File: src/rtl/axil_pkg.sv
// Shared types and constants for the AXI4-Lite register master.
package axil_pkg;

    typedef enum logic [2:0] {
        IDLE,
        WR,
        WR_RESP,
        RD_ADDR,
        RD_DATA,
        RSP
    } state_t;

    localparam logic [1:0] RESP_OKAY   = 2'b00;
    localparam logic [1:0] RESP_SLVERR = 2'b10;

    localparam int TIMEOUT_CYC_DEF = 256;

endpackage

File: src/rtl/axil_reg_master.sv
// Single-outstanding AXI4-Lite initiator for the MAC register bank.
// Optional watchdog abort: define AXIL_REG_MASTER_TIMEOUT_EN.
module axil_reg_master
    import axil_pkg::*;
#(
    parameter int ADDR_W      = 32,
    parameter int DATA_W      = 32,
    parameter int TIMEOUT_CYC = TIMEOUT_CYC_DEF
) (
    input  logic              aclk,
    input  logic              Reset,
    input  logic              cmd_valid,
    output logic              cmd_ready,
    input  logic              cmd_wr,
    input  logic [ADDR_W-1:0] cmd_addr,
    input  logic [DATA_W-1:0] cmd_wdata,
    output logic              rsp_valid,
    input  logic              rsp_ready,
    output logic [DATA_W-1:0] rsp_rdata,
    output logic              rsp_err,
    output logic              rsp_timeout,
    output logic [ADDR_W-1:0] M_AXI_awaddr,
    output logic              M_AXI_awvalid,
    input  logic              M_AXI_awready,
    output logic [DATA_W-1:0] M_AXI_wdata,
    output logic              M_AXI_wvalid,
    input  logic              M_AXI_wready,
    input  logic              M_AXI_bvalid,
    input  logic [1:0]        M_AXI_bresp,
    output logic              M_AXI_bready,
    output logic [ADDR_W-1:0] M_AXI_araddr,
    output logic              M_AXI_arvalid,
    input  logic              M_AXI_arready,
    input  logic              M_AXI_rvalid,
    input  logic [DATA_W-1:0] M_AXI_rdata,
    input  logic [1:0]        M_AXI_rresp,
    output logic              M_AXI_rready
);

    state_t              state, nstate;
    logic [ADDR_W-1:0]   addr_q;
    logic [DATA_W-1:0]   wdata_q;
    logic [DATA_W-1:0]   rdata_q;
    logic                err_q;
    logic                aw_done, w_done;
    logic                aw_hs, w_hs, accept, in_wait, tmo;

    assign aw_hs   = M_AXI_awvalid && M_AXI_awready;
    assign w_hs    = M_AXI_wvalid && M_AXI_wready;
    assign accept  = cmd_valid && cmd_ready;
    assign in_wait = (state == WR) || (state == WR_RESP) ||
                     (state == RD_ADDR) || (state == RD_DATA);

`ifdef AXIL_REG_MASTER_TIMEOUT_EN
    localparam logic [15:0] TMO_LAST = 16'(TIMEOUT_CYC - 1);
    logic [15:0] tmr;
    logic        to_q;

    // Restarts on every state change, so each wait phase gets its own budget.
    always_ff @(posedge aclk or posedge Reset) begin
        if (Reset)                tmr <= '0;
        else if (state != nstate) tmr <= '0;
        else if (in_wait)         tmr <= tmr + 16'd1;
    end

    assign tmo         = in_wait && (tmr == TMO_LAST);
    assign rsp_timeout = to_q;
`else
    assign tmo         = 1'b0;
    assign rsp_timeout = 1'b0;
`endif

    always_ff @(posedge aclk or posedge Reset) begin
        if (Reset) state <= IDLE;
        else       state <= nstate;
    end

    always_comb begin
        nstate = state;
        case (state)
            IDLE:    if (cmd_valid) nstate = cmd_wr ? WR : RD_ADDR;
            WR: begin
                if ((aw_done || aw_hs) && (w_done || w_hs)) nstate = WR_RESP;
                else if (tmo)                               nstate = RSP;
            end
            WR_RESP: if (M_AXI_bvalid || tmo)  nstate = RSP;
            RD_ADDR: begin
                if (M_AXI_arready) nstate = RD_DATA;
                else if (tmo)      nstate = RSP;
            end
            RD_DATA: if (M_AXI_rvalid || tmo)  nstate = RSP;
            RSP: begin
                // A command waiting during the response hand-off is taken at once.
                if (rsp_ready) nstate = cmd_valid ? (cmd_wr ? WR : RD_ADDR) : IDLE;
            end
            default: nstate = IDLE;
        endcase
    end

    always_comb begin
        cmd_ready     = 1'b0;
        rsp_valid     = 1'b0;
        M_AXI_awvalid = 1'b0;
        M_AXI_wvalid  = 1'b0;
        M_AXI_bready  = 1'b0;
        M_AXI_arvalid = 1'b0;
        M_AXI_rready  = 1'b0;
        case (state)
            IDLE:    cmd_ready = 1'b1;
            WR: begin
                M_AXI_awvalid = !aw_done;
                M_AXI_wvalid  = !w_done;
            end
            WR_RESP: M_AXI_bready  = 1'b1;
            RD_ADDR: M_AXI_arvalid = 1'b1;
            RD_DATA: M_AXI_rready  = 1'b1;
            RSP: begin
                rsp_valid = 1'b1;
                cmd_ready = rsp_ready;
            end
            default: ;
        endcase
    end

    always_ff @(posedge aclk or posedge Reset) begin
        if (Reset) begin
            addr_q  <= '0;
            wdata_q <= '0;
            rdata_q <= '0;
            err_q   <= 1'b0;
            aw_done <= 1'b0;
            w_done  <= 1'b0;
`ifdef AXIL_REG_MASTER_TIMEOUT_EN
            to_q    <= 1'b0;
`endif
        end else begin
            if (accept) begin
                addr_q  <= cmd_addr;
                wdata_q <= cmd_wdata;
                aw_done <= 1'b0;
                w_done  <= 1'b0;
            end else if (state == WR) begin
                if (aw_hs) aw_done <= 1'b1;
                if (w_hs)  w_done  <= 1'b1;
            end

            if (state == WR_RESP && M_AXI_bvalid) begin
                rdata_q <= '0;
                err_q   <= (M_AXI_bresp != RESP_OKAY);
`ifdef AXIL_REG_MASTER_TIMEOUT_EN
                to_q    <= 1'b0;
`endif
            end else if (state == RD_DATA && M_AXI_rvalid) begin
                rdata_q <= M_AXI_rdata;
                err_q   <= (M_AXI_rresp != RESP_OKAY);
`ifdef AXIL_REG_MASTER_TIMEOUT_EN
                to_q    <= 1'b0;
`endif
            end else if (tmo && nstate == RSP) begin
                rdata_q <= '0;
                err_q   <= 1'b1;
`ifdef AXIL_REG_MASTER_TIMEOUT_EN
                to_q    <= 1'b1;
`endif
            end
        end
    end

    assign M_AXI_awaddr = addr_q;
    assign M_AXI_araddr = addr_q;
    assign M_AXI_wdata  = wdata_q;
    assign rsp_rdata    = rdata_q;
    assign rsp_err      = err_q;

endmodule

File: config.mk
export PLATFORM = sky130hd
export DESIGN_NAME = axil_reg_master
export DESIGN_NICKNAME = d
export VERILOG_FILES = /design/src/rtl/axil_pkg.sv /design/src/rtl/axil_reg_master.sv
export SDC_FILE = /design/constraint.sdc
export NUM_CORES = 1
export LEC_CHECK = 0
export CAP_MARGIN = 25
export CORE_AREA = 2 2 94 96
export DETAILED_ROUTE_END_ITERATION = 7
export DIE_AREA = 0 0 96 98
export DONT_BUFFER_PORTS = 1
export GPL_TIMING_DRIVEN = 0
export PLACE_DENSITY = 0.67
export SETUP_SLACK_MARGIN = 0.3
export SLEW_MARGIN = 40
export SYNTH_ARGS = -nofsm -noshare
export SYNTH_HDL_FRONTEND = slang
export SYNTH_SLANG_ARGS = --single-unit
File: constraint.sdc
create_clock -name aclk -period 4.39 [get_ports aclk]
set_clock_uncertainty 0.15 [all_clocks]
set_input_delay 0.878 -clock aclk [delete_from_list [all_inputs] [get_ports aclk]]
set_output_delay 0.878 -clock aclk [all_outputs]
set_load 0.005 [all_outputs]
==> metrics.txt, run 1 <==
status=complete, no violations; Clock Sinks=102; FF+latch count, synth=102; Worst VDD drop=0.0003806 V; core area=8466 um2; initial core utilization=51.52%; flop-to-flop setup slack=2.39 ns; fin crit period=2.611 ns; Clock Path Buffers=2; Post-synth EDFFs=0; Max Slew Vio Count=0; Leak Pwr=2.217 nW; Tcrit/Tclk final=59.47%; wire length on met2=4.503 mm; Final Hold Fails=0; die area=9408 um2; Post-DRT Antenna Nets=0; pre-CTS WS=2.082 ns; worst-path cell chain=buf_2 > or3b_2 > nor2_1; Register Area=2552 um2; vias=2398; worst skew pair latency=0.35 ns; crit-path max cell delay=0.46 ns; fin area=4730 um2; Post-Layout Cell Count=423; Gate Count Post-Synth=299; Net Switching=1.225 mW; root buffer cell=clkbuf_8; routed length per instance=20.40 um; Crit. End Element=output pin; required time of the critical path=3.36 ns; Startpoint Class=flop; Max Fclk=0.3830 GHz; Worst EP arrival=1.58 ns; # fillers=728; chip width=96 um; R2R depth=6; fraction of power consumed by combinational cells=35.6%; post-cts repair resize count=0; unrepaired setup endpoints after global routing=false; port bufs=0; Max-cap violations=0; syn nets=409; initial DRC count=69; area post-placement=4532 um2; syn_area_per_cell=14.59 um2; drt pass-1 iters=4; Routed met3 length=762 um; GRT overflow=0; Core Util, Final=55.87%; Worst Hold Margin=0.2202 ns; post-DP HPWL=6.577 mm; asr flop ratio synth=100.0%; CP max stage cell=or3b_2; Setup CP Type=flop to output pin; final setup vio count=0; top layer in use=met4; diode count=0; yosys synthesis warning count=0; I/O pin count=247; clock share of power=15.4%; Synth cell types=35; DRC=0; area delta synth->final=8.434%; number of global-route vias before repair=2508; row cnt=34; layout net count=421; final worst slack=1.779 ns; initial antenna violation count=0; vias per inst=5.669; number of buffers created by CTS=9; pin count of the biggest net entering global routing=56; gpl congestion=0.8207; Crit Path Max Fanout=10; GR Util All Layers=17.97%; global-route wire length before repair=12.99 mm; M1 wire length=3.264 mm; layout cell share with drive strength beyond 1=39.68%; Setup Buffers After CTS=0; top_reg_cell synth=dfrtp_1; footprint of the multi-input gates=1390 um2; dpl cells=408; Die H=98 um; top area cells in the synthesized netlist=dfrtp_1 59%, mux2_4 10%, mux2_2 7.0%; Sw Share=32.44%; CTS H-tree lvls=3; Clock transition at path regs=0.10 ns; Internal Dissipation=2.552 mW; Reg power frac=49.1%; r2r startpoint=state[2]$_DFFE_PP0P_; hold-fix buffers at CTS=0; Hold WC Path Type=input port to async pin; power per standard cell area=798.7 nW/um2; Detailed Route WL=8.628 mm; sequential fraction of the synthesis area=58.52%; Mapped Area=4362 um2; top-area cell type share of the netlist area=58.52%; cell taking the most area after synthesis=dfrtp_1; worst flop-to-flop path endpoint=M_AXI_wdata[21]$_DFFE_PP0P_; CTS tree=done
cells in the mapped netlist (4+ instances only):
library cell and n:
a22o_1 32, buf_2 8, buf_4 36, dfrtp_1 102, inv_1 4, mux2_1 8, mux2_2 27, mux2_4 30
nand2_1 6, nand2b_1 4, nor2_1 8
layer usage:
metal,vias to the layer above,GRT usage (%)
met3,9,6.867
met5,-,0
met2,136,31.04
met1,1213,21.03
li1,1040,-
met4,0,3.956
through the flow:
step	TNS, ns	power [mW]
CTS	0	3.834
floorplan	0	2.932
finish	0	3.778
detailed placement	0	3.240
global placement	-30.11	3.191
global route	0	4.034
flip-flops by register name (all words and copies together), names as in the netlist:
signal        cells
M_AXI_araddr     32
state             3
aw_done           1
rsp_err           1
rsp_rdata        32
M_AXI_wdata      32
w_done            1
critical path: cells and delay by family, from the launching register on:
kind | cells | cell delay, ns
simple gates | 2 | 0.60
flops | 1 | 0.44
buf+inv | 1 | 0.20
area by class of cell:
cell class	count	area share [%]
Clock inverter	4	1.190
Clock buffer	11	2.989
Timing Repair Buffer	1	0.5820
Sequential cell	102	53.97
Tap cell	108	2.857
Buffer	50	8.545
Multi-Input combinational cell	143	29.39
Inverter	4	0.4762
power groups by stage:
stage               clock, mW  combinational [mW]  sequential [mW]
CTS                     0.603                1.36             1.87
detailed placement          0                1.36             1.88
finish                  0.582                1.34             1.85
global route            0.643                1.47             1.92
floorplan                   0                1.19             1.74
global placement            0                1.32             1.87
placed cells by master, fill, tap and decap left out, types with 2 or more instances in the layout:
cell | synthesis | layout
buf_8 | 2 | 2
inv_1 | 4 | 3
or2_1 | 2 | 2
a22o_1 | 32 | 32
mux2_1 | 8 | 8
mux2_4 | 30 | 30
a21oi_1 | 3 | 3
nor2b_1 | 2 | 2
clkinv_4 | 0 | 2
nand3_1 | 3 | 3
mux2_2 | 27 | 27
nand2_1 | 6 | 6
clkbuf_8 | 0 | 10
nor2_1 | 8 | 8
buf_2 | 8 | 8
buf_4 | 36 | 36
clkbuf_1 | 1 | 2
dfrtp_1 | 102 | 102
o22ai_1 | 2 | 2
buf_12 | 3 | 3
nand2b_1 | 4 | 4
worst max-delay path by stage:
| stage | from | endpoint | cells past startpoint |
|---|---|---|---|
| final | state[1]$_DFFE_PP0P_ | M_AXI_awvalid | 3 |
| after global routing | state[1]$_DFFE_PP0P_ | M_AXI_wvalid | 3 |
| after detailed placement | rsp_ready | M_AXI_wdata[6]$_DFFE_PP0P_ | 6 |
| after floorplan | Reset | M_AXI_araddr[0]$_DFFE_PP0P_ | 1 |
| after global placement | Reset | M_AXI_wdata[0]$_DFFE_PP0P_ | 1 |
| after CTS | state[1]$_DFFE_PP0P_ | M_AXI_awvalid | 3 |
kinds of logic after synthesis:
kind of cell           synth area share [%]
AOI/OAI and AO/OA                     8.692
DFF                                   58.52
and+or+nand+nor                       3.729
buffers and inverters                 9.610
other                               0.08598
muxes                                 19.36
Power figures use the tool's default switching activity.
==> run 2, diff against run 1 <==
clock period = 2.5 ns   (was 4.39 ns; I/O delays follow)
==> run 2 against run 1 <==
  * Global-route usage up 0.50 points
  * Power increased by 77%
  * Count of clock-buffer cells in the layout unchanged
  * Combinational power is 78% higher
  * Critical path depth stayed put
  * Critical path type unchanged
  * Largest cell class unchanged
==> metrics.txt, run 2 (synthesis results as in run 1) <==
Detailed Route WL=8.688 mm; required time of the critical path=1.85 ns; row cnt=34; initial core utilization=51.52%; Crit. End Element=output pin; GR Util All Layers=18.47%; final worst slack=0.4190 ns; Startpoint Class=flop; die area=9408 um2; core area=8466 um2; Die H=98 um; Max-cap violations=0; Tcrit/Tclk final=83.24%; initial DRC count=64; number of global-route vias before repair=2534; unrepaired setup endpoints after global routing=false; layout net count=426; worst-path cell chain=buf_4 > or3b_4 > nor2_2; vias=2407; pin count of the biggest net entering global routing=27; Clock Path Buffers=2; crit-path max cell delay=0.41 ns; drt pass-1 iters=4; vias per inst=5.611; Setup CP Type=flop to output pin; Hold WC Path Type=input port to flop; global-route wire length before repair=13.21 mm; area delta synth->final=10.56%; routed length per instance=20.25 um; final setup vio count=0; pre-CTS WS=0.4749 ns; most common cell after layout, fill and taps aside=dfrtp_1; Clock transition at path regs=0.09 ns; power per standard cell area=1390 nW/um2; Post-DRT Antenna Nets=0; DRC=0; Crit Path Max Fanout=10; Max Fclk=0.4805 GHz; chip width=96 um; commonest non-fill, non-tap cells in the layout=102 x dfrtp_1, 38 x buf_4, 32 x a22o_1, 30 x mux2_4, 27 x mux2_2; # fillers=675; layout cell share with drive strength beyond 1=41.12%; status=complete, no violations; root buffer cell=clkbuf_8; I/O pin count=247; initial antenna violation count=0; GRT overflow=0; port bufs=0; worst skew pair latency=0.35 ns; CTS H-tree lvls=3; CTS tree=done; Clock Sinks=102; Setup TNS Final=0 ns; gpl congestion=0.7936; fin crit period=2.081 ns; Final Hold Fails=0; diode count=0; CP max stage cell=or3b_4; Leak Pwr=2.254 nW; post-DP HPWL=6.736 mm; Worst VDD drop=0.0005624 V; flop-to-flop setup slack=0.46 ns; Tot Pwr=6.701 mW; Worst EP arrival=1.43 ns; Max Slew Vio Count=0; number of buffers created by CTS=9
## run 2: worst paths after layout
path,start,endpoint,cells past startpoint
min,cmd_wdata[3],M_AXI_wdata[3]$_DFFE_PP0P_,1
min reg2reg,M_AXI_wdata[6]$_DFFE_PP0P_,M_AXI_wdata[6]$_DFFE_PP0P_,1
min in group asynchronous,Reset,M_AXI_araddr[2]$_DFFE_PP0P_,2
max,state[2]$_DFFE_PP0P_,M_AXI_awvalid,3
max in group asynchronous,Reset,w_done$_DFFE_PP0P_,4
max reg2reg,state[2]$_DFFE_PP0P_,M_AXI_wdata[6]$_DFFE_PP0P_,6
## run 2: through the flow
stage                     utilization [%]  instance area (um2)  hold slack, ns  instances
final                               56.96                 4822          0.1265        429
after global routing                56.96                 4822         0.08385        429
after CTS                           56.87                 4815          0.1010        429
after detailed placement            54.20                 4588          0.1953        411
after global placement              53.16                 4501          0.3537        407
after floorplan                         -                 4365          0.3328        299
## run 2: power by group
| group | total, mW | internal (mW) | switching (mW) |
|---|---|---|---|
| Clock | 1.06 | 0.502 | 0.559 |
| Combinational | 2.39 | 1.52 | 0.864 |
| Sequential | 3.25 | 2.49 | 0.757 |
| Total | 6.70 | 4.52 | 2.18 |
## run 2: worst max-delay path, delay by kind of cell (launching register included)
kind / cells / cell delay, ns
buf+inv: 1 / 0.17
flops: 1 / 0.40
simple gates: 2 / 0.52
## run 2: cell type report
| class | count | area (um2) | area share [%] |
|---|---|---|---|
| Tap cell | 108 | 135.1 | 2.802 |
| Buffer | 50 | 406.6 | 8.433 |
| Clock inverter | 5 | 65.06 | 1.349 |
| Clock buffer | 11 | 141.4 | 2.932 |
| Multi-Input combinational cell | 143 | 1398 | 28.98 |
| Sequential cell | 102 | 2552 | 52.93 |
| Timing Repair Buffer | 6 | 105.1 | 2.180 |
| Inverter | 4 | 18.77 | 0.3892 |
## run 2: timing repair
item                                    4_1_cts  5_1_grt
endpoints found under the setup margin        2        2
hold buffers                                  1        0
buffers inserted                              1        0
gates resized for setup                       1        3
hold endpoints to repair                     10        0
## run 2: layer usage
layer / global-route usage (%) / share of wire [%] / wire length [um] / up-vias
li1: - / - / - / 1055
met2: 30.13 / 50 / 4329 / 147
met4: 7.473 / 2.1 / 179 / 0
met1: 22.95 / 39 / 3416 / 1190
met5: 0 / 0 / 0 / -
met3: 5.247 / 8.8 / 763 / 15
==> run 3, diff against run 2 <==
clock period = 2.15 ns   (was 2.5 ns; I/O delays follow)
==> run 3 against run 2 <==
  * Flip-flop and latch count is the same
  * Clock power grew 17%
  * Non-clock buffer count is 24 higher
  * Largest cell class unchanged
  * Critical endpoint is now M_AXI_wdata[28]$_DFFE_PP0P_
  * Sequential share of layout area decreased by 5.0 points
  * Final cell count is 5.6% higher
==> metrics.txt, run 3 (synthesis results as in run 1) <==
status=complete, no violations; CTS tree=done; area post-placement=4588 um2; Startpoint Class=flop; Final Hold Fails=0; port bufs=0; post-DP HPWL=6.736 mm; gpl congestion=0.7936; power per standard cell area=1629 nW/um2; Crit Path Max Fanout=8; CTS H-tree lvls=3; chip width=96 um; Crit. End Element=flop; Clock Sinks=102; number of global-route vias before repair=2634; Max-cap violations=0; Reg power frac=44.1%; final setup vio count=0; routed length per instance=21.00 um; global-route wire length before repair=14.19 mm; Internal Dissipation=5.889 mW; DRC=0; Max Slew Vio Count=0; clock share of power=14.2%; fin area=5323 um2; Sw Share=32.09%; worst skew pair latency=0.35 ns; Detailed Route WL=9.513 mm; Net Switching=2.783 mW; worst-path cell chain=or2_4 > a21oi_4 > and2_4 > buf_12 > buf_12 > buf_12 > mux2_4; pin count of the biggest net entering global routing=27; fin crit period=2.004 ns; Worst Hold Margin=0.05290 ns; Setup CP Type=flop to flop; layout cell share with drive strength beyond 1=46.96%; layout net count=450; Most Frequent Cell on Critical Path=buf_12; fraction of power consumed by combinational cells=41.7%; Setup TNS Final=0 ns; GRT overflow=0; root buffer cell=clkbuf_8; Clock Path Buffers=2; Worst VDD drop=0.0006807 V; core area=8466 um2; required time of the critical path=2.23 ns; diode count=0; vias per inst=5.530; Die H=98 um; row cnt=34; die area=9408 um2; unrepaired setup endpoints after global routing=true; commonest non-fill, non-tap cells in the layout=102 x dfrtp_1, 56 x mux2_4, 44 x buf_4, 32 x a22o_1; Core Util, Final=62.87%; Tcrit/Tclk final=93.20%; Clock transition at path regs=0.10 ns; Max Fclk=0.4990 GHz; GR Util All Layers=19.89%; Leak Pwr=2.528 nW; I/O pin count=247; CP max stage cell=dfrtp_1; Tot Pwr=8.672 mW; crit-path max cell delay=0.42 ns; number of buffers created by CTS=9; initial core utilization=51.52%; vias=2505; most common cell after layout, fill and taps aside=dfrtp_1; Hold WC Path Type=input port to flop; Post-DRT Antenna Nets=0; Worst EP arrival=2.09 ns; initial antenna violation count=0; initial DRC count=61; drt pass-1 iters=4; area delta synth->final=22.03%
[run 3: cell types whose count changed in the layout (fill, tap and decap cells not counted), sizes merged]
cell    previous run  this run
buf               54        75
clkbuf            12        15
[run 3: path summary, 6_finish.rpt]
check | cells past startpoint | end | start | slack [ns]
max | 7 | M_AXI_wdata[28]$_DFFE_PP0P_ | state[2]$_DFFE_PP0P_ | 0.15
min | 1 | M_AXI_wdata[3]$_DFFE_PP0P_ | cmd_wdata[3] | 0.05
max reg2reg | 7 | M_AXI_wdata[28]$_DFFE_PP0P_ | state[2]$_DFFE_PP0P_ | 0.15
min reg2reg | 1 | M_AXI_wdata[6]$_DFFE_PP0P_ | M_AXI_wdata[6]$_DFFE_PP0P_ | 0.38
max in group asynchronous | 4 | w_done$_DFFE_PP0P_ | Reset | 0.87
min in group asynchronous | 2 | M_AXI_araddr[2]$_DFFE_PP0P_ | Reset | 0.36
[run 3: power by group through the flow]
stage                     sequential (mW)  clock (mW)  combinational [mW]
after floorplan                      3.55           0                2.43
after global placement               3.84           0                2.69
after detailed placement             3.85           0                2.76
after CTS                            3.83        1.28                3.35
after global routing                 3.96        1.38                3.90
final                                3.82        1.24                3.62
[run 3: layout make-up]
class / count / area [um2]
Timing Repair Buffer: 30 / 416.7
Fill cell: 618 / 3143
Clock inverter: 5 / 65.06
Clock buffer: 11 / 141.4
Multi-Input combinational cell: 143 / 1545
Inverter: 4 / 18.77
Buffer: 50 / 447.9
Sequential cell: 102 / 2552
Tap cell: 108 / 135.1
[run 3: worst max-delay path, delay by kind of cell, from the launching register on]
| family | cells | cell delay (ns) |
|---|---|---|
| AOI/OAI and AO/OA | 1 | 0.17 |
| DFF | 1 | 0.42 |
| and+or+nand+nor | 2 | 0.47 |
| muxes | 1 | 0.29 |
| buffers and inverters | 3 | 0.37 |
[run 3: routing by layer]
metal	part of all wire (%)	track usage (%)	vias to the layer above
met2	51	33.01	135
met3	7.8	5.710	16
met1	39	24.48	1246
li1	-	-	1108
met4	1.9	7.253	0
met5	0	0	-
[run 3: what timing repair did]
item | in CTS | in global routing
endpoints found under the setup margin | 85 | 104
pin swaps | 5 | 4
buffers inserted | 15 | 7
cloned | 3 | 0
hold endpoints to repair | 10 | 0
resized for setup | 40 | 25
hold buffers | 1 | 0
[run 3: per-stage QoR]
step / cells / setup slack, ns
final: 453 / 0.1461
after global routing: 453 / 0.08265
after CTS: 446 / 0.1410
after detailed placement: 411 / 0.1249
after global placement: 407 / -0.1486
after floorplan: 299 / 0.3478
==> RTL change 1: new RTL, config.mk and constraints of run 2 <==
Encoding of `state_t`: now one-hot (6 bits for 6 states).
--- a/src/rtl/axil_pkg.sv
+++ b/src/rtl/axil_pkg.sv
@@ -1,13 +1,13 @@
 // Shared types and constants for the AXI4-Lite register master.
 package axil_pkg;
 
-    typedef enum logic [2:0] {
-        IDLE,
-        WR,
-        WR_RESP,
-        RD_ADDR,
-        RD_DATA,
-        RSP
+    typedef enum logic [5:0] {
+        IDLE    = 6'b000001,
+        WR      = 6'b000010,
+        WR_RESP = 6'b000100,
+        RD_ADDR = 6'b001000,
+        RD_DATA = 6'b010000,
+        RSP     = 6'b100000
     } state_t;
 
     localparam logic [1:0] RESP_OKAY   = 2'b00;
Check against the original RTL: no difference found for any inputs over 4 cycles, from zero or initial values and one cycle with Reset high; so few cycles prove little.
==> RTL change 1 against run 2 <==
Highest routed layer unchanged; worst setup slack worse by 530 ps; power grew 11%; area after synthesis grew 3.2%; largest power group unchanged; register-to-register slack worse by 570 ps; the flow now finishes with violations (setup timing); cell area is 11% higher; wire length is 12% higher; sequential cell count rose by 3; synthesized cell count is 5.0% higher.
==> RTL change 1: results (changes against run 2) <==
The buffering overhead is 15.9% (was 10.6%). The cell-internal power was 5.02 mW (was 4.52 mW). Category of cells accounting for the largest share of critical-path delay: buffers and inverters (was simple AND/OR/NAND/NOR gates). The tools report the total via count after detailed routing as 2627 (was 2407).

Biggest fanout along the worst timing path: 7 (was 10). The worst reg-to-reg path cell count works out to 9 (was 6). Number of global-route vias before repair: 2904 (was 2534).

The layout multi-input combinational cell count came out at 152 (was 143). The flow ran to the end, but the final reports show violations. The checks that failed: setup timing. The run gives 15 (was 1) as the post-CTS repair timing setup buffer count. The run gives 20.8% (was 18.5%) as the all-layer global routing usage.

The critical path's largest stage delay was 490 ps (was 410 ps). The clock-pin slew reported for the worst setup and hold paths after clock tree synthesis was 120 ps (was 90 ps). The share of power burned in the clock network is 12.8% (was 15.8%), and the arrival time at the worst endpoint is 2710 ps (was 1430 ps).

The overall power was 7.42 mW (was 6.70 mW); the final routed wirelength across all metal layers was 9760 um (was 8690 um). For the number of setup violations in the final report, the log shows 38 (was 0). Largest cells by area after synthesis: sky130_fd_sc_hd__dfrtp_1 (58%), sky130_fd_sc_hd__mux2_2 (9.3%), sky130_fd_sc_hd__mux2_4 (6.7%) (was sky130_fd_sc_hd__dfrtp_1 (59%), sky130_fd_sc_hd__mux2_4 (10%), sky130_fd_sc_hd__mux2_2 (7.0%)).

The sequential cell count is 105 (was 102). The share of total power in sequential cells is 44.4% (was 48.5%). The fill cell total of the finished layout came out at 630 (was 675). Clock root buffer: sky130_fd_sc_hd__clkbuf_8 (unchanged).

The number of library cell types mapped by synthesis is 43 (was 35). For the post-route standard cell area excluding fillers, the log shows 0.00536 mm^2 (was 0.00482 mm^2). The register share of the cell area was 49.1% (was 52.9%); the final worst setup slack was -115 ps (was 419 ps).

The run gives 424 (was 409) as the synthesized net count. The placed instance area was 0.00475 mm^2 (was 0.00459 mm^2). The tools report the number of standard cells in the final layout excluding fillers as 462 (was 429).

Commonest cells post-synth: sky130_fd_sc_hd__dfrtp_1 (104), sky130_fd_sc_hd__buf_4 (37), sky130_fd_sc_hd__mux2_2 (37), sky130_fd_sc_hd__a22o_1 (32), sky130_fd_sc_hd__mux2_4 (20) (was sky130_fd_sc_hd__dfrtp_1 (102), sky130_fd_sc_hd__buf_4 (36), sky130_fd_sc_hd__a22o_1 (32), sky130_fd_sc_hd__mux2_4 (30), sky130_fd_sc_hd__mux2_2 (27)). The worst slack at placement is -45.0 ps (was 475 ps). The share of cells above drive strength 1 works out to 46.0% (was 41.1%).

For the maximum resistive drop on vdd, the log shows 0.571 mV (was 0.562 mV). The placer's final routability congestion estimate was 0.840 (was 0.794). The fraction of standard cell area in multi-input logic came out at 28.8% (was 29.0%). The count of placed standard cells including taps was 426 (was 411).

Total iterations of the first detailed-routing run: 6 (was 4). The tools report the post-route setup TNS as -1650 ps (was 0 ps). The final-layout clock buffer total was 9 (was 11). The run gives 25 (was 1) as the number of resized instances in the post-cts repair step. The register area share after synthesis was 58.4% (was 58.5%).

The wire length of the first global-routing pass is 14700 um (was 13200 um), and the share of final layout cell area taken by clock buffers and inverters is 3.27% (was 4.28%).
[RTL change 1: cell types whose count changed in the layout (fill, tap and decap cells not counted), moves of 3 or more]
| cell | run 2 | this run |
|---|---|---|
| sky130_fd_sc_hd__buf_2 | 7 | 1 |
| sky130_fd_sc_hd__nor2_4 | 0 | 3 |
| sky130_fd_sc_hd__buf_6 | 0 | 5 |
| sky130_fd_sc_hd__buf_4 | 38 | 45 |
| sky130_fd_sc_hd__mux2_4 | 30 | 20 |
| sky130_fd_sc_hd__mux2_2 | 27 | 37 |
| sky130_fd_sc_hd__clkbuf_2 | 0 | 5 |
| sky130_fd_sc_hd__nor3b_1 | 1 | 5 |
| sky130_fd_sc_hd__nand2_1 | 6 | 3 |
| sky130_fd_sc_hd__bufbuf_16 | 0 | 5 |
[RTL change 1: final timing paths]
kind / to / start / slack (ps)
min in group asynchronous: rsp_rdata[4] / Reset / 460
worst min-delay path: M_AXI_wdata[1] / cmd_wdata[1] / 110
worst min register to register: M_AXI_wdata[0] / M_AXI_wdata[0] / 370
worst max-delay path: M_AXI_wdata[12] / state[3] / -110
worst max register to register: M_AXI_wdata[12] / state[3] / -110
max in group asynchronous: M_AXI_wdata[25] / Reset / 1100
[RTL change 1: per-layer routing]
| layer | part of all wire, % | track usage, % |
|---|---|---|
| met3 | 8.4 | 6.48 |
| met1 | 37 | 23.1 |
| met5 | 0 | 0 |
| met4 | 1.8 | 8.90 |
| met2 | 52 | 36.2 |
[RTL change 1: cells by family after synthesis]
| kind of cell | share of synthesized area (%) |
|---|---|
| mux | 17.7 |
| other cells | 0.0833 |
| flops | 58.4 |
| xor+xnor | 0.195 |
| buf+inv | 9.37 |
| compound gates | 9.07 |
| simple gates | 5.17 |
==> RTL change 2: new RTL, flow settings as in run 2 <==
Made on the original files. `ADDR_W`: 32 -> 16.
--- a/src/rtl/axil_reg_master.sv
+++ b/src/rtl/axil_reg_master.sv
@@ -3,7 +3,7 @@
 module axil_reg_master
     import axil_pkg::*;
 #(
-    parameter int ADDR_W      = 32,
+    parameter int ADDR_W      = 16,
     parameter int DATA_W      = 32,
     parameter int TIMEOUT_CYC = TIMEOUT_CYC_DEF
 ) (
Ports: changed (resized M_AXI_araddr, M_AXI_awaddr and cmd_addr); port bits go from 247 to 199. The function was not compared with the original's and may differ.
==> RTL change 2 against run 2 <==
Wire length down 9.5%; hold slack improved by 8.1 ps; cell area down 13%; power down 17%; sequential cell count shrank 16; global-route usage decreased by 1.7 points; worst setup slack lost 32 ps; first-iteration DRC count down 28%; area after synthesis fell by 14%.
==> RTL change 2: results (changes against run 2) <==
The run finished with clean final reports. The leakage power of the design is 1.95 nW (was 2.25 nW), and the number of library cell types mapped by synthesis is 32 (was 35). The tools report the end of the worst register-to-register path as M_AXI_wdata[23] (was M_AXI_wdata[6]).

The worst reg-to-reg path cell count works out to 7 (was 6). The net switching power came out at 1.77 mW (was 2.18 mW). The total via count after detailed routing is 2087 (was 2407).

The run gives 3 (was 1) as the number of resized instances in the post-cts repair step. Origin of the critical flop-to-flop path: state[0] (was state[2]). The global-route track usage on met2 is 26.4% (was 30.1%). Largest cells by area after synthesis: sky130_fd_sc_hd__dfrtp_1 (57%), sky130_fd_sc_hd__mux2_4 (19%), sky130_fd_sc_hd__a22o_1 (7.5%) (was sky130_fd_sc_hd__dfrtp_1 (59%), sky130_fd_sc_hd__mux2_4 (10%), sky130_fd_sc_hd__mux2_2 (7.0%)). The run gives 3 (unchanged) as the depth of the CTS H-tree. Placer's final routability congestion estimate: 0.781 (was 0.794). The total CTS buffers came out at 9 (unchanged). The run gives 12000 um (was 13200 um) as the wire length of the first global-routing pass. For the gate count after technology mapping, the log shows 251 (was 299).

The tools report the final routed wirelength across all metal layers as 7870 um (was 8690 um). The all-layer global routing usage is 16.8% (was 18.5%). The arrival time at the worst endpoint was 1460 ps (was 1430 ps); the share of cells above drive strength 1 was 39.0% (was 41.1%). Worst hold path startpoint: M_AXI_rdata[26] (was cmd_wdata[3]). Number of standard cells in the final layout excluding fillers: 380 (was 429). The biggest fanout along the worst timing path is 10 (unchanged), and the detailed placement HPWL is 5820 um (was 6740 um). For the number of global-route vias before repair, the log shows 2175 (was 2534). The logs give 361 (was 426) for the net count of the finished layout and 46 (was 64) for the DRC violation total after the first TritonRoute iteration. The run gives 0.485 mV (was 0.562 mV) as the maximum resistive drop on vdd. The count of placed standard cells including taps is 362 (was 411). Endpoint of the worst hold path: rsp_rdata[26] (was M_AXI_wdata[3]). The master of the slowest instance on the critical path was sky130_fd_sc_hd__dfrtp_1 (was sky130_fd_sc_hd__or3b_4). The tools report the met1 global-route usage as 21.2% (was 22.9%). Commonest cells post-synth: sky130_fd_sc_hd__dfrtp_1 (86), sky130_fd_sc_hd__mux2_4 (48), sky130_fd_sc_hd__a22o_1 (32), sky130_fd_sc_hd__buf_4 (18), sky130_fd_sc_hd__nor2_1 (10) (was sky130_fd_sc_hd__dfrtp_1 (102), sky130_fd_sc_hd__buf_4 (36), sky130_fd_sc_hd__a22o_1 (32), sky130_fd_sc_hd__mux2_4 (30), sky130_fd_sc_hd__mux2_2 (27)). The total iterations of the first detailed-routing run was 5 (was 4); the setup slack of the most critical reg-to-reg path was 440 ps (was 460 ps).

For the met3 track demand over resource in global routing, the log shows 4.86% (was 5.25%). The synthesized net count was 345 (was 409). The startpoint of the most critical setup path was state[1] (was state[2]). The register area share after synthesis was 57.4% (was 58.5%).
## RTL change 2: cells by family after synthesis
kind of cell | after synthesis | synth area share, %
multiplexers | 49 | 19.5
AO/OA/AOI/OAI | 48 | 10.1
flip-flops | 86 | 57.4
other | 1 | 0.0999
AND/OR/NAND/NOR | 31 | 4.70
buffers and inverters | 36 | 8.20
## RTL change 2: routing by layer
metal,share of wire (%),up-vias
met2,51,117
li1,-,907
met4,2.0,0
met1,39,1050
met3,8.7,13
met5,0,-
## RTL change 2: layout make-up
class / count / area [um^2]
tap: 108 / 135
fill: 724 / 4270
clock inverter: 4 / 55.1
multi-input combinational: 129 / 1310
timing repair buffer: 5 / 85.1
buffer: 33 / 300
sequential: 86 / 2150
inverter: 3 / 15.0
clock buffer: 12 / 145
## RTL change 2: worst max-delay path by stage
stage / endpoint / slack (ps) / cells past startpoint
floorplan: M_AXI_araddr[0] / 710 / 6
global placement: rsp_rdata[10] / 450 / 1
detailed placement: M_AXI_wdata[26] / 570 / 6
CTS: M_AXI_awvalid / 310 / 4
global route: M_AXI_awvalid / 300 / 3
finish: M_AXI_awvalid / 390 / 3
## RTL change 2: through the flow
step,setup WS (ps),util (%),area (um^2),hold slack [ps]
floorplan,708,-,3760,335
global placement,449,46.0,3890,357
detailed placement,571,46.8,3960,270
CTS,308,49.4,4180,108
global route,301,49.6,4200,108
finish,387,49.6,4200,135
## RTL change 2: power by group through the flow
stage	logic (mW)	clock network (mW)	registers, mW
after floorplan	1.74	0	2.41
after detailed placement	1.96	0	2.59
after global routing	2.18	1.11	2.64
final	2.01	0.987	2.56
after CTS	2.01	1.03	2.57
after global placement	1.90	0	2.58
## RTL change 2: worst max-delay path, delay by kind of cell (launching register included)
family | cells | cell delay [ps]
flops | 1 | 420
buf+inv | 1 | 190
simple gates | 2 | 510
